==> src/rtl/alu_fpga_pkg.sv <==
// Shared types and constants for the DE2 ALU front-panel controller.
// Holds the FSM state encoding and the active-low seven-segment hex table.
package alu_fpga_pkg;

    typedef enum logic [2:0] {
        S_OP1,
        S_OP2,
        S_OPC,
        S_EXEC,
        S_RES
    } state_t;

    localparam logic [6:0] SEG_BLANK = 7'h7F;

    // Index 15 first: F E d C b A 9 8 7 6 5 4 3 2 1 0, segments g..a, active low
    localparam logic [15:0][6:0] SEG_TABLE = {
        7'h0E, 7'h06, 7'h21, 7'h46, 7'h03, 7'h08, 7'h10, 7'h00,
        7'h78, 7'h02, 7'h12, 7'h19, 7'h30, 7'h24, 7'h79, 7'h40
    };

    function automatic logic [6:0] seg_decode(input logic [3:0] nib);
        return SEG_TABLE[nib];
    endfunction

endpackage

==> src/rtl/alu_fpga_ctrl_key_cond.sv <==
// Pushbutton conditioner: 2-flop sync, optional debounce (ALU_FPGA_DEBOUNCE_EN), rising-edge pulse.
// Latency: pulse <=3 cycles after press, DEBOUNCE_CYC+3 with debounce enabled.
// Backpressure: none; a held key yields one pulse, release re-arms it.
module key_cond #(
    parameter int DEBOUNCE_CYC = 50000
) (
    input  logic clk,
    input  logic rst,
    input  logic key_n,
    output logic press
);

    logic sync0;
    logic sync1;
    logic lvl;
    logic acc;
    logic acc_d;

    always_ff @(posedge clk or posedge rst) begin
        if (rst) begin
            sync0 <= 1'b1;
            sync1 <= 1'b1;
            acc_d <= 1'b0;
        end else begin
            sync0 <= key_n;
            sync1 <= sync0;
            acc_d <= acc;
        end
    end

    assign lvl = ~sync1;

`ifdef ALU_FPGA_DEBOUNCE_EN
    localparam int CW = $clog2(DEBOUNCE_CYC + 1);
    localparam logic [CW-1:0] CNT_LAST = CW'(DEBOUNCE_CYC - 1);

    logic [CW-1:0] cnt;
    logic          raw_q;

    // Any change of the synchronised level restarts the stability window
    always_ff @(posedge clk or posedge rst) begin
        if (rst) begin
            cnt   <= '0;
            raw_q <= 1'b0;
            acc   <= 1'b0;
        end else if (lvl != raw_q) begin
            raw_q <= lvl;
            cnt   <= '0;
        end else if (cnt == CNT_LAST) begin
            acc   <= raw_q;
        end else begin
            cnt   <= cnt + 1'b1;
        end
    end
`else
    localparam int DEB_CYC_UNUSED = DEBOUNCE_CYC;
    assign acc = lvl;
`endif

    assign press = acc & ~acc_d;

endmodule

==> src/rtl/alu_fpga_ctrl.sv <==
// DE2 front-panel controller: key-sequenced operand/opcode entry, ALU result capture, paged hex display.
// Latency: press pulse moves state on the same edge; result captured one cycle after opcode commit; HEX registered.
// Backpressure: none; ALU assumed to settle within one cycle. Debounce via ALU_FPGA_DEBOUNCE_EN.
module alu_fpga_ctrl
    import alu_fpga_pkg::*;
#(
    parameter int DATA_W       = 32,
    parameter int NDIGITS      = 8,
    parameter int DEBOUNCE_CYC = 50000
) (
    input  logic                   CLOCK_50,
    input  logic                   RST,
    input  logic [3:0]             KEY,
    input  logic [17:0]            SW,
    output logic [DATA_W-1:0]      op1,
    output logic [DATA_W-1:0]      op2,
    output logic [3:0]             opcode,
    input  logic [DATA_W-1:0]      res,
    input  logic                   flag_z,
    input  logic                   flag_n,
    input  logic                   flag_v,
    output logic [7*NDIGITS-1:0]   HEX,
    output logic [3:0]             LEDG
);

    localparam bit PAGED = (DATA_W > 4 * NDIGITS);
    localparam int NNIB  = (DATA_W + 3) / 4;
    localparam int PAD_W = 4 * NNIB;

    state_t state;
    state_t state_nxt;

    logic [2:0] press;
    logic       commit;
    logic       abort;
    logic       page_key;

    logic       ld_op1;
    logic       ld_op2;
    logic       ld_opc;
    logic       cap_res;
    logic       clr_vld;

    logic [DATA_W-1:0]    entry;
    logic [DATA_W-1:0]    res_q;
    logic [2:0]           flags_q;
    logic                 vld_q;
    logic                 page_q;
    logic [DATA_W-1:0]    disp;
    logic [PAD_W-1:0]     disp_pad;
    logic [7*NDIGITS-1:0] hex_nxt;
    logic [7*NDIGITS-1:0] hex_q;
    int                   idx;

    logic unused_ok;
    assign unused_ok = &{1'b0, KEY[3], SW[17]};

    for (genvar k = 0; k < 3; k++) begin : g_key
        key_cond #(
            .DEBOUNCE_CYC(DEBOUNCE_CYC)
        ) u_key (
            .clk   (CLOCK_50),
            .rst   (RST),
            .key_n (KEY[k]),
            .press (press[k])
        );
    end

    assign commit   = press[0];
    assign abort    = press[1];
    assign page_key = press[2];

    assign entry = DATA_W'($signed(SW[16:0]));

    always_ff @(posedge CLOCK_50 or posedge RST) begin
        if (RST) begin
            state <= S_OP1;
        end else begin
            state <= state_nxt;
        end
    end

    // Abort outranks commit everywhere except the single EXEC cycle
    always_comb begin
        state_nxt = state;
        case (state)
            S_EXEC: state_nxt = S_RES;
            default: begin
                if (abort) begin
                    state_nxt = S_OP1;
                end else if (commit) begin
                    case (state)
                        S_OP1:   state_nxt = S_OP2;
                        S_OP2:   state_nxt = S_OPC;
                        S_OPC:   state_nxt = S_EXEC;
                        default: state_nxt = S_OP1;
                    endcase
                end
            end
        endcase
    end

    always_comb begin
        ld_op1  = 1'b0;
        ld_op2  = 1'b0;
        ld_opc  = 1'b0;
        cap_res = 1'b0;
        clr_vld = 1'b0;
        case (state)
            S_OP1:   ld_op1  = commit & ~abort;
            S_OP2:   ld_op2  = commit & ~abort;
            S_OPC:   ld_opc  = commit & ~abort;
            S_EXEC:  cap_res = 1'b1;
            S_RES:   clr_vld = commit;
            default: ;
        endcase
        if (abort && state != S_EXEC) begin
            clr_vld = 1'b1;
        end
    end

    always_ff @(posedge CLOCK_50 or posedge RST) begin
        if (RST) begin
            op1     <= '0;
            op2     <= '0;
            opcode  <= '0;
            res_q   <= '0;
            flags_q <= '0;
            vld_q   <= 1'b0;
        end else begin
            if (ld_op1) op1    <= entry;
            if (ld_op2) op2    <= entry;
            if (ld_opc) opcode <= SW[3:0];
            if (cap_res) begin
                res_q   <= res;
                flags_q <= {flag_v, flag_n, flag_z};
                vld_q   <= 1'b1;
            end else if (clr_vld) begin
                vld_q   <= 1'b0;
            end
        end
    end

    // Page only matters when the value is wider than the display
    always_ff @(posedge CLOCK_50 or posedge RST) begin
        if (RST) begin
            page_q <= 1'b0;
        end else if (state_nxt != state) begin
            page_q <= 1'b0;
        end else if (PAGED && page_key) begin
            page_q <= ~page_q;
        end
    end

    assign disp     = (state == S_RES) ? res_q : entry;
    assign disp_pad = PAD_W'(disp);

    always_comb begin
        hex_nxt = {NDIGITS{SEG_BLANK}};
        idx     = 0;
        for (int i = 0; i < NDIGITS; i++) begin
            idx = (page_q ? NDIGITS : 0) + i;
            if (idx < NNIB) begin
                hex_nxt[7*i +: 7] = seg_decode(disp_pad[4*idx +: 4]);
            end
        end
    end

    always_ff @(posedge CLOCK_50 or posedge RST) begin
        if (RST) begin
            hex_q <= {NDIGITS{SEG_BLANK}};
        end else begin
            hex_q <= hex_nxt;
        end
    end

    assign HEX  = hex_q;
    assign LEDG = {vld_q, flags_q};

endmodule

==> config.mk <==
export PLATFORM = sky130hd
export DESIGN_NAME = alu_fpga_ctrl
export DESIGN_NICKNAME = d
export VERILOG_FILES = /design/src/rtl/alu_fpga_pkg.sv /design/src/rtl/alu_fpga_ctrl_key_cond.sv /design/src/rtl/alu_fpga_ctrl.sv
export SDC_FILE = /design/constraint.sdc
export NUM_CORES = 1
export LEC_CHECK = 0
export BUFFER_PORTS_ARGS = -buffer_cell sky130_fd_sc_hd__buf_2
export CAP_MARGIN = 20
export CORE_AREA = 2 2 123 125
export CTS_CLUSTER_SIZE = 40
export DETAILED_ROUTE_END_ITERATION = 8
export DIE_AREA = 0 0 125 127
export HOLD_SLACK_MARGIN = 0.03
export PLACE_DENSITY_LB_ADDON = 0.05
export REMOVE_ABC_BUFFERS = 1
export SLEW_MARGIN = 5
export SYNTH_ARGS = -nofsm -noshare
export SYNTH_HDL_FRONTEND = slang
export SYNTH_SLANG_ARGS = --single-unit
export TNS_END_PERCENT = 100
==> constraint.sdc <==
create_clock -name CLOCK_50 -period 6.1 [get_ports CLOCK_50]
set_input_delay 0.915 -clock CLOCK_50 [delete_from_list [all_inputs] [get_ports CLOCK_50]]
set_output_delay 0.915 -clock CLOCK_50 [all_outputs]
set_load 0.01 [all_outputs]
== Yosys cells after proc, flatten, opt, wreduce, memory -nomap -nowiden ==
Memory sizes are Yosys's and may differ from the RTL's. A register that Yosys moved wholly into a read port is not among the register bits.
Cells that the tools add are included.
Word-level totals
  register bits: 83
  bits in read-only memories: 896
  input bits: 59
  output and inout bits: 128
  logic and storage cells: 51
  memories kept: 8
Memory list
  (name not given): words 16, width 7, read ports 1, clocked after Yosys merged registers in 1, wr ports 0, line alu_fpga_pkg.sv:22  | return SEG_TABLE[nib];
  (name not given): words 16, width 7, read ports 1, clocked after Yosys merged registers in 1, wr ports 0, line alu_fpga_pkg.sv:22
  (name not given): words 16, width 7, read ports 1, clocked after Yosys merged registers in 1, wr ports 0, line alu_fpga_pkg.sv:22
  (name not given): words 16, width 7, read ports 1, clocked after Yosys merged registers in 1, wr ports 0, line alu_fpga_pkg.sv:22
  (name not given): words 16, width 7, read ports 1, clocked after Yosys merged registers in 1, wr ports 0, line alu_fpga_pkg.sv:22
  (name not given): words 16, width 7, read ports 1, clocked after Yosys merged registers in 1, wr ports 0, line alu_fpga_pkg.sv:22
  2 more memories
Operators by class
  eq/ne operators: 5
  muxes and demuxes: 13
  bitwise logic cells: 8
  reductions and logical operators: 4
Operators by type and width (count)
  2-to-1 mux 32 bit: 1
  2-to-1 mux 3 bit: 3
  2-to-1 mux 1 bit: 8
  == test 3 x 2 -> 1 bit (second input constant): 2
  case mux 2 bit (3 select lines): 1
  NOT 1 bit: 5
  AND 1 bit: 3
  == test 3 x 1 -> 1 bit (second input constant): 1
  == test 3 bit (second input constant): 1
  zero test 3 bit: 1
  != test 3 x 2 -> 1 bit (second input constant): 1
  nonzero test 3 bit: 1
  nonzero test 2 bit: 1
  logical AND 1 bit: 1

== Depth between registers and ports, before layout ==
Gate-level depths: netlist (run 1).
  word-level depth: 6
  depth in mapped cells: 14
  gate-level depth less buffers: 9

== Modules after synthesis ==
From an unflattened synthesis (run 1), not the netlist that was laid out.
Unflattened totals
  cells, all modules: 688
  area total of the unflattened synthesis: 7749.9 um^2
By module, submodules not included
  alu_fpga_ctrl: times used 1, cells an instance 676, area each 7572.3 um^2, seq. area each 3398.3 um^2
  key_cond: times used 2, cells an instance 6, area each 88.8 um^2, seq. area each 77.6 um^2

== Worst setup path after synthesis (run 1) ==
No wires, ideal clock.
  path kind: register -> register
  start point: register state[0]
  end point: register hex_q[45] (netlist: HEX[45])
  library setup time: 0.080 ns
  arrival time: 2.840 ns
  data required time: 6.020 ns
  path slack: 3.180 ns
  stages on the path, launching flop included: 15
  path buffers: 5
  clock period less this slack: 2.920 ns
  path through: dfrtp_1 > buf_6 > or3b_1 > buf_6 > buf_6 > and2_1 > clkbuf_1 > a21oi_1 > inv_1 > ha_1 > buf_1 > nor2_1 > a21oi_1 > o32a_1 > o221a_2
On the way
  longest elaborated chain between the ends: 2
Ends and longest elaborated chain
  start: declaration: line alu_fpga_ctrl.sv:30  | state_t state;
  start signal: assignment: line alu_fpga_ctrl.sv:79  | state <= state_nxt;
  == test 3 bit: line alu_fpga_ctrl.sv:155  | assign disp = (state == S_RES) ? res_q : entry;
  2-to-1 mux 32 bit: line alu_fpga_ctrl.sv:155
  end: declaration: line alu_fpga_ctrl.sv:52  | logic [7*NDIGITS-1:0] hex_q;
No other way between the ends.
A chain may end at the register's enable or synchronous reset.

== Final worst setup path (run 1) ==
  start point: register state[2]
  end point: register hex_q[7] (netlist: HEX[7])
Same word-level chain as after synthesis.

==> results of run 1 <==
-- worst register-to-register path: stages (launching register included) --
cell and delay (ps):
dfrtp_1 460, or3b_4 270, buf_4 630, mux2i_1 580
inv_1 140, ha_1 290, nor4b_1 370, a31oi_1 80
o221a_2 170
-- layout by cell type, fill, tap and decap left out, types with 4 or more instances in the layout --
| cell | instances |
|---|---|
| buf_2 | 183 |
| dfrtp_1 | 79 |
| mux2_2 | 76 |
| dfstp_2 | 60 |
| ha_1 | 48 |
| mux2i_1 | 36 |
| nor2_1 | 34 |
| a21oi_1 | 34 |
| inv_1 | 33 |
| nand2_1 | 30 |
| o21ai_0 | 24 |
| clkbuf_16 | 17 |
| nor3_1 | 12 |
| a31oi_1 | 12 |
| o22ai_1 | 12 |
| nand3b_1 | 11 |
| nand2b_1 | 10 |
| o31ai_1 | 9 |
| nand3_1 | 9 |
| xnor2_1 | 7 |
| nor2b_1 | 5 |
| a211oi_1 | 5 |
| bufinv_16 | 5 |
| buf_4 | 5 |
| nor3b_1 | 4 |
| mux2i_2 | 4 |
-- per-stage QoR --
step | cell area, um^2 | power, W
after global placement | 8400 | 0.00272
after global routing | 9060 | 0.00412
final | 9060 | 0.00388
after floorplan | 7200 | 0.00229
after CTS | 9060 | 0.00392
after detailed placement | 8400 | 0.00276
-- worst min path at each step --
stage	cells past startpoint	from	endpoint
final	0	g_key[0].u_key.sync0$_DFF_PP1_	g_key[0].u_key.sync1$_DFF_PP1_
after global routing	0	g_key[0].u_key.sync0$_DFF_PP1_	g_key[0].u_key.sync1$_DFF_PP1_
after CTS	0	g_key[0].u_key.sync0$_DFF_PP1_	g_key[0].u_key.sync1$_DFF_PP1_
after detailed placement	0	g_key[1].u_key.sync0$_DFF_PP1_	g_key[1].u_key.sync1$_DFF_PP1_
after global placement	0	g_key[1].u_key.sync0$_DFF_PP1_	g_key[1].u_key.sync1$_DFF_PP1_
after floorplan	0	g_key[0].u_key.sync0$_DFF_PP1_	g_key[0].u_key.sync1$_DFF_PP1_
-- area by class of cell --
cell class | instances | area, um^2 | share of cell area
Inverter | 34 | 133 | 0.0146
Multi-Input combinational cell | 436 | 3530 | 0.389
Clock inverter | 11 | 189 | 0.0209
Sequential cell | 139 | 3550 | 0.392
Clock buffer | 21 | 470 | 0.0519
Tap cell | 184 | 230 | 0.0254
Timing Repair Buffer | 188 | 953 | 0.105
-- sequential cells by signal, summed over array words and instances (netlist names) --
signal and count:
opcode 4, res_q 32, g_key.u_key.sync1 2, g_key.u_key.acc_d 2
HEX 56, op2 17, flags_q 3, g_key.u_key.sync0 2
op1 17, vld_q 1, state 3
-- cell usage after synthesis, types with 10 or more instances --
master,number,share of area
dfrtp_1,79,0.26
mux2_2,76,0.11
dfstp_2,60,0.21
ha_1,48,0.078
mux2i_1,36,0.047
buf_4,35,0.034
a21oi_1,34,0.022
inv_1,34,0.017
nor2_1,34,0.017
nand2_1,30,0.015
clkbuf_1,29,0.014
o21ai_0,24,0.016
a31oi_1,12,0.0098
nor3_1,12,0.0078
o22ai_1,12,0.0098
nand3b_1,11,0.011
nand2b_1,10,0.0082
-- per-layer routing --
layer  routed length, um  up-vias  track usage
met1                7040     2701        0.261
li1                    -     2654            -
met5                   0        -            0
met2                8170      161        0.361
met4                 253        0       0.0765
met3                 939       21       0.0586
-- where the power goes --
| group | internal (W) | switching (W) | total [W] |
|---|---|---|---|
| combinational | 0.000591 | 0.000579 | 0.00117 |
| clock | 0.000757 | 0.000380 | 0.00114 |
| sequential | 0.00126 | 0.000307 | 0.00157 |
-- cell families (layout without fill, tap and decap cells) --
kind of cell / after synthesis / in the layout / share of synthesized area
flip-flops: 139 / 139 / 0.464
buffers and inverters: 110 / 254 / 0.0775
AO/OA/AOI/OAI: 132 / 132 / 0.111
XOR/XNOR: 8 / 8 / 0.00914
adder cells (fa/ha/maj): 48 / 48 / 0.0784
AND/OR/NAND/NOR: 128 / 128 / 0.0834
multiplexers: 120 / 120 / 0.177
==> run summary, run 1 <==
post-route insts no fill - 1,013
critical path's top delay family - buffers and inverters
WP buf/inv - 2
Layout area overhead - 18.2%
mean number of vias per cell - 5.47
reg-to-reg setup timing slack - 3040 ps
DIE AREA - 0.0159 mm^2
Crit. path cell count - 8
PD cells - 428 mW/mm^2
fin nets - 923
via count - 5,537
DPL Wire Length - 11,200 um
antenna cells - 0
Hold WS - 355 ps
setup total negative slack - 0 ps
critical setup path kind - flip-flop to flip-flop
Post-Synthesis Cells - 685
clk_skew - 7.23 ps
placed cell count - 981
worst reg2reg path startpoint - state[2]$_DFFE_PP0P_
Syn Std Cell Area - 0.00766 mm^2
final period utilization - 0.501
CP Launch Type - flip-flop
Crit. End Element - flip-flop
Max Slew Vio Count - 0
Setup crit end - HEX[7]$_DFF_PP1_
status - completed
Util after Layout - 0.628
sequential area share after synthesis - 0.464
syn avg cell area - 11.2 um^2
Initial DRT Pass Iterations - 5
routability congestion estimate - 0.839
Worst Reg-to-Reg Cells - 8
Relative slew margins - 0.297
Core ar. - 0.0144 mm^2
post-synthesis register bit count - 139
critical path required time - 6440 ps
Max Freq - 327 MHz
CP max stage cell - buf_4
drt drc - 0
CTS Root Cell - clkbuf_16
Total GRT Usage - 0.212
die width - 125 um
die height - 127 um
Ports - 187
Hold Crit Class - flip-flop to flip-flop
CP peak stage delay - 630 ps
critical path, cell by cell - or3b_4, buf_4, mux2i_1, inv_1, ha_1, nor4b_1, a31oi_1, o221a_2
number of CTS-inserted buffers - 17
CP Launch Point - state[2]$_DFFE_PP0P_
layout cell share with drive strength beyond 1 - 0.448
ys async rst share - 1.00
peak supply drop - 0.000250 V
Ys Warns - 0
Yosys cell types - 59
CP Max Fanout - 58
Clock Sinks - 139
initial DRC count - 340
row count - 44
first-pass GRT wire length - 27,000 um
pre-CTS setup slack - 3060 ps
r2r endpoint - HEX[7]$_DFF_PP1_
clk slew on worst S/H paths - 60 ps
Worst-Margin Slew - 1050 ps
CTS tree - yes
number of flops mapped to enable cells by yosys - 0
Initial Util - 0.531
Antenna Nets Post-Route - 0
GR Overflow Total - 0
post-CTS setup buffers - 0
Clock Latency Late Sink - 420 ps
RSZ-0062 raised after global routing - no
largest net degree at the start of global routing - 74
port bufs - 183
vias in the first global route - 5,444
Resized cells post-CTS - 0
max_cap viols - 0
ys flop type - dfrtp_1
DRT Wirelength - 16,400 um
CTS Buffer Depth - 2
Hold Vio Cnt, Final - 0
critical path arrival - 3400 ps
H-tree depth - 4
Routed WL per cell - 16.2 um
FILL cells - 1,147
clock period minus final worst setup slack - 3060 ps
Hold-fix buffers, CTS - 0
Final setup viols - 0
Static Leak - 4.26 nW
initial antenna violation count - 0
worst setup margin - 3040 ps
Note: power is estimated with default switching activity, not from simulation.
==> run 2, diff against run 1 <==
- CORE_AREA: 2 2 123 125 -> 2 2 129 131
- DIE_AREA: 0 0 125 127 -> 0 0 131 133
- clock period: 6.1 -> 2.5 ns (I/O delays scaled with it)
==> run 2 against run 1 <==
Wire length increased by 5.3%. Critical path depth unchanged. Sequential power up 150%. Sequential share of layout area shrank 0.69 points. Fmax is 31% higher. Clock skew rose by 2.6 ps. Power rose by 130%. Highest routed layer is now met5.
==> run summary, run 2 (synthesis gave the netlist of run 1 again) <==
H-tree depth - 4 (unchanged)
critical path arrival - 2680 ps (-720 ps)
initial DRC count - 312 (-8.2%)
max_cap viols - 0 (unchanged)
via count - 5,615 (+1.4%)
Hold WS - 56.5 ps (-299 ps)
fin nets - 949 (+2.8%)
destination of the worst hold path - g_key[1].u_key.sync0$_DFF_PP1_
CTS Root Cell - clkbuf_16
Relative slew margins - 0.559 (+0.262)
RSZ-0062 raised after global routing - no
port bufs - 183 (unchanged)
PD cells - 979 mW/mm^2 (+130%)
commonest cells after routing, fill and taps aside - buf_2, dfrtp_1, mux2_2
status - completed
CTS Buffer Depth - 2 (unchanged)
drt drc - 0 (unchanged)
Antenna Nets Post-Route - 0 (unchanged)
post-CTS setup buffers - 0 (unchanged)
Crit. End Element - flip-flop
routability congestion estimate - 0.890 (+6.1%)
Clock Sinks - 139 (unchanged)
DRT Wirelength - 17,300 um (+5.3%)
multi-input logic area - 0.00355 mm^2 (+0.60%)
design area - 0.00922 mm^2 (+1.8%)
DIE AREA - 0.0174 mm^2 (+9.8%)
Max Slew Vio Count - 0 (unchanged)
Sw Ratio - 0.347 (+0.0202)
Layout area overhead - 20.3%
critical path, cell by cell - or3b_4, buf_12, mux2i_1, inv_1, ha_1, nor4b_1, a31oi_1, o221a_2
clock period minus final worst setup slack - 2330 ps (-729 ps)
Ports - 187 (unchanged)
Cell Area, Placed - 0.00867 mm^2 (+3.2%)
Clk network pwr share - 0.247 (-0.046)
Clock Latency Late Sink - 420 ps (about the same)
GR Overflow Total - 0 (unchanged)
CP Max Fanout - 58 (unchanged)
CP peak stage delay - 420 ps (-210 ps)
row count - 47 (+6.8%)
r2r endpoint - HEX[7]$_DFF_PP1_
Final setup viols - 0 (unchanged)
CP Launch Point - state[0]$_DFFE_PP0P_
antenna cells - 0 (unchanged)
Hold Vio Cnt, Final - 0 (unchanged)
switching power total - 0.00313 W (+150%)
vias in the first global route - 5,495 (+0.94%)
largest net degree at the start of global routing - 65 (-12%)
Flop pwr share - 0.426 (+0.021)
Routed WL per cell - 16.1 um (-0.77%)
Worst-Margin Slew - 649 ps (-401 ps)
FILL cells - 1,397 (+22%)
critical setup path kind - flip-flop to flip-flop
Util after Layout - 0.570 (-0.0579)
Seq. cell area - 0.00355 mm^2 (unchanged)
pre-CTS setup slack - 9.69 ps (-3050 ps)
mean number of vias per cell - 5.22 (-4.4%)
initial antenna violation count - 1 (+1)
die width - 131 um (+4.8%)
internal power - 0.00590 W (+130%)
Worst Reg-to-Reg Cells - 8 (unchanged)
worst reg2reg path startpoint - state[0]$_DFFE_PP0P_
Initial DRT Pass Iterations - 5 (unchanged)
layout cell share with drive strength beyond 1 - 0.465 (+0.0180)
worst setup margin - 170 ps (-2870 ps)
CP Launch Type - flip-flop
peak supply drop - 0.000585 V (+130%)
critical path required time - 2850 ps (-3590 ps)
CP max stage cell - or3b_4
final period utilization - 0.932 (+0.431)
Max Freq - 429 MHz (+31%)
reg-to-reg setup timing slack - 170 ps (-2870 ps)
combinational share of power - 0.327 (+0.025)
hold depth - 1 (+1)
Hold Crit Class - input pin to flip-flop
DPL Wire Length - 12,000 um (+7.5%)
Static Leak - 4.33 nW (+1.7%)
die height - 133 um (+4.7%)
Initial Util - 0.474 (-0.0574)
most common cell after layout, fill and taps aside - buf_2
clk slew on worst S/H paths - 60 ps (about the same)
hold path startpoint - KEY[1]
clk_skew - 9.81 ps (+2.58 ps)
total power - 0.00902 W (+130%)
first-pass GRT wire length - 27,500 um (+1.7%)
Total GRT Usage - 0.202 (-0.0103)
number of CTS-inserted buffers - 17 (unchanged)
Core ar. - 0.0162 mm^2 (+12%)
flip-flop count of the largest register after layout - 56 (unchanged)
CTS tree - yes
run 2: changes by cell type in the layout (fill, tap and decap cells not counted), moves of 2 or more:
| cell | change |
|---|---|
| a21oi_1 | -5 |
| a21oi_2 | +5 |
| buf_12 | +3 |
| buf_4 | +22 |
| bufinv_16 | -5 |
| clkbuf_1 | +4 |
| clkinv_2 | +2 |
run 2: worst max-delay path by stage:
stage                        endpoint  slack [ps]  cells past startpoint
floorplan           HEX[48]$_DFF_PP1_       -2680                      6
detailed placement  HEX[38]$_DFF_PP1_          10                      9
CTS                 HEX[52]$_DFF_PP1_           6                      9
global placement    HEX[39]$_DFF_PP1_         140                      8
global route         HEX[4]$_DFF_PP1_           6                      7
finish               HEX[7]$_DFF_PP1_         170                      8
run 2: what timing repair did:
item / in CTS / in global routing
hold buffers: 1 / 0
endpoints found under the hold margin: 21 / 0
setup endpoints to repair: 1 / 19
gates resized for setup: 1 / 6
run 2: metrics by stage:
stage                     instances  setup TNS [ps]
after floorplan                 609         -254640
after global placement         1042               0
after detailed placement       1042               0
after CTS                      1075               0
after global routing           1075               0
final                          1075               0
run 2: area by class of cell:
cell class / instances / area share
Sequential cell: 139 / 0.386
Multi-Input combinational cell: 436 / 0.385
Timing Repair Buffer: 214 / 0.129
Clock buffer: 24 / 0.0512
Tap cell: 220 / 0.0299
Inverter: 34 / 0.0144
Clock inverter: 8 / 0.00516
run 2: critical path: cells and delay by family (launching register included):
family,cells,cell delay (ps)
muxes,1,230
and+or+nand+nor,2,790
AOI/OAI and AO/OA,2,220
adders and majority gates,1,280
DFF,1,380
buffers and inverters,2,360
run 2: layer usage:
| metal | part of all wire | routed length [um] | up-vias | track usage |
|---|---|---|---|---|
| met5 | 0.00041 | 7 | - | 0 |
| met1 | 0.44 | 7510 | 2743 | 0.250 |
| met3 | 0.050 | 855 | 25 | 0.0546 |
| met2 | 0.50 | 8670 | 153 | 0.337 |
| li1 | - | - | 2692 | - |
| met4 | 0.013 | 217 | 2 | 0.0715 |
run 2: power groups by stage:
stage          Clock (W)  Sequential [W]  Combinational, W
2_1_floorplan          0         0.00408           0.00150
4_1_cts          0.00227         0.00384           0.00297
3_3_place_gp           0         0.00382           0.00291
3_5_place_dp           0         0.00386           0.00296
6_report         0.00223         0.00385           0.00295
5_1_grt          0.00239         0.00398           0.00325
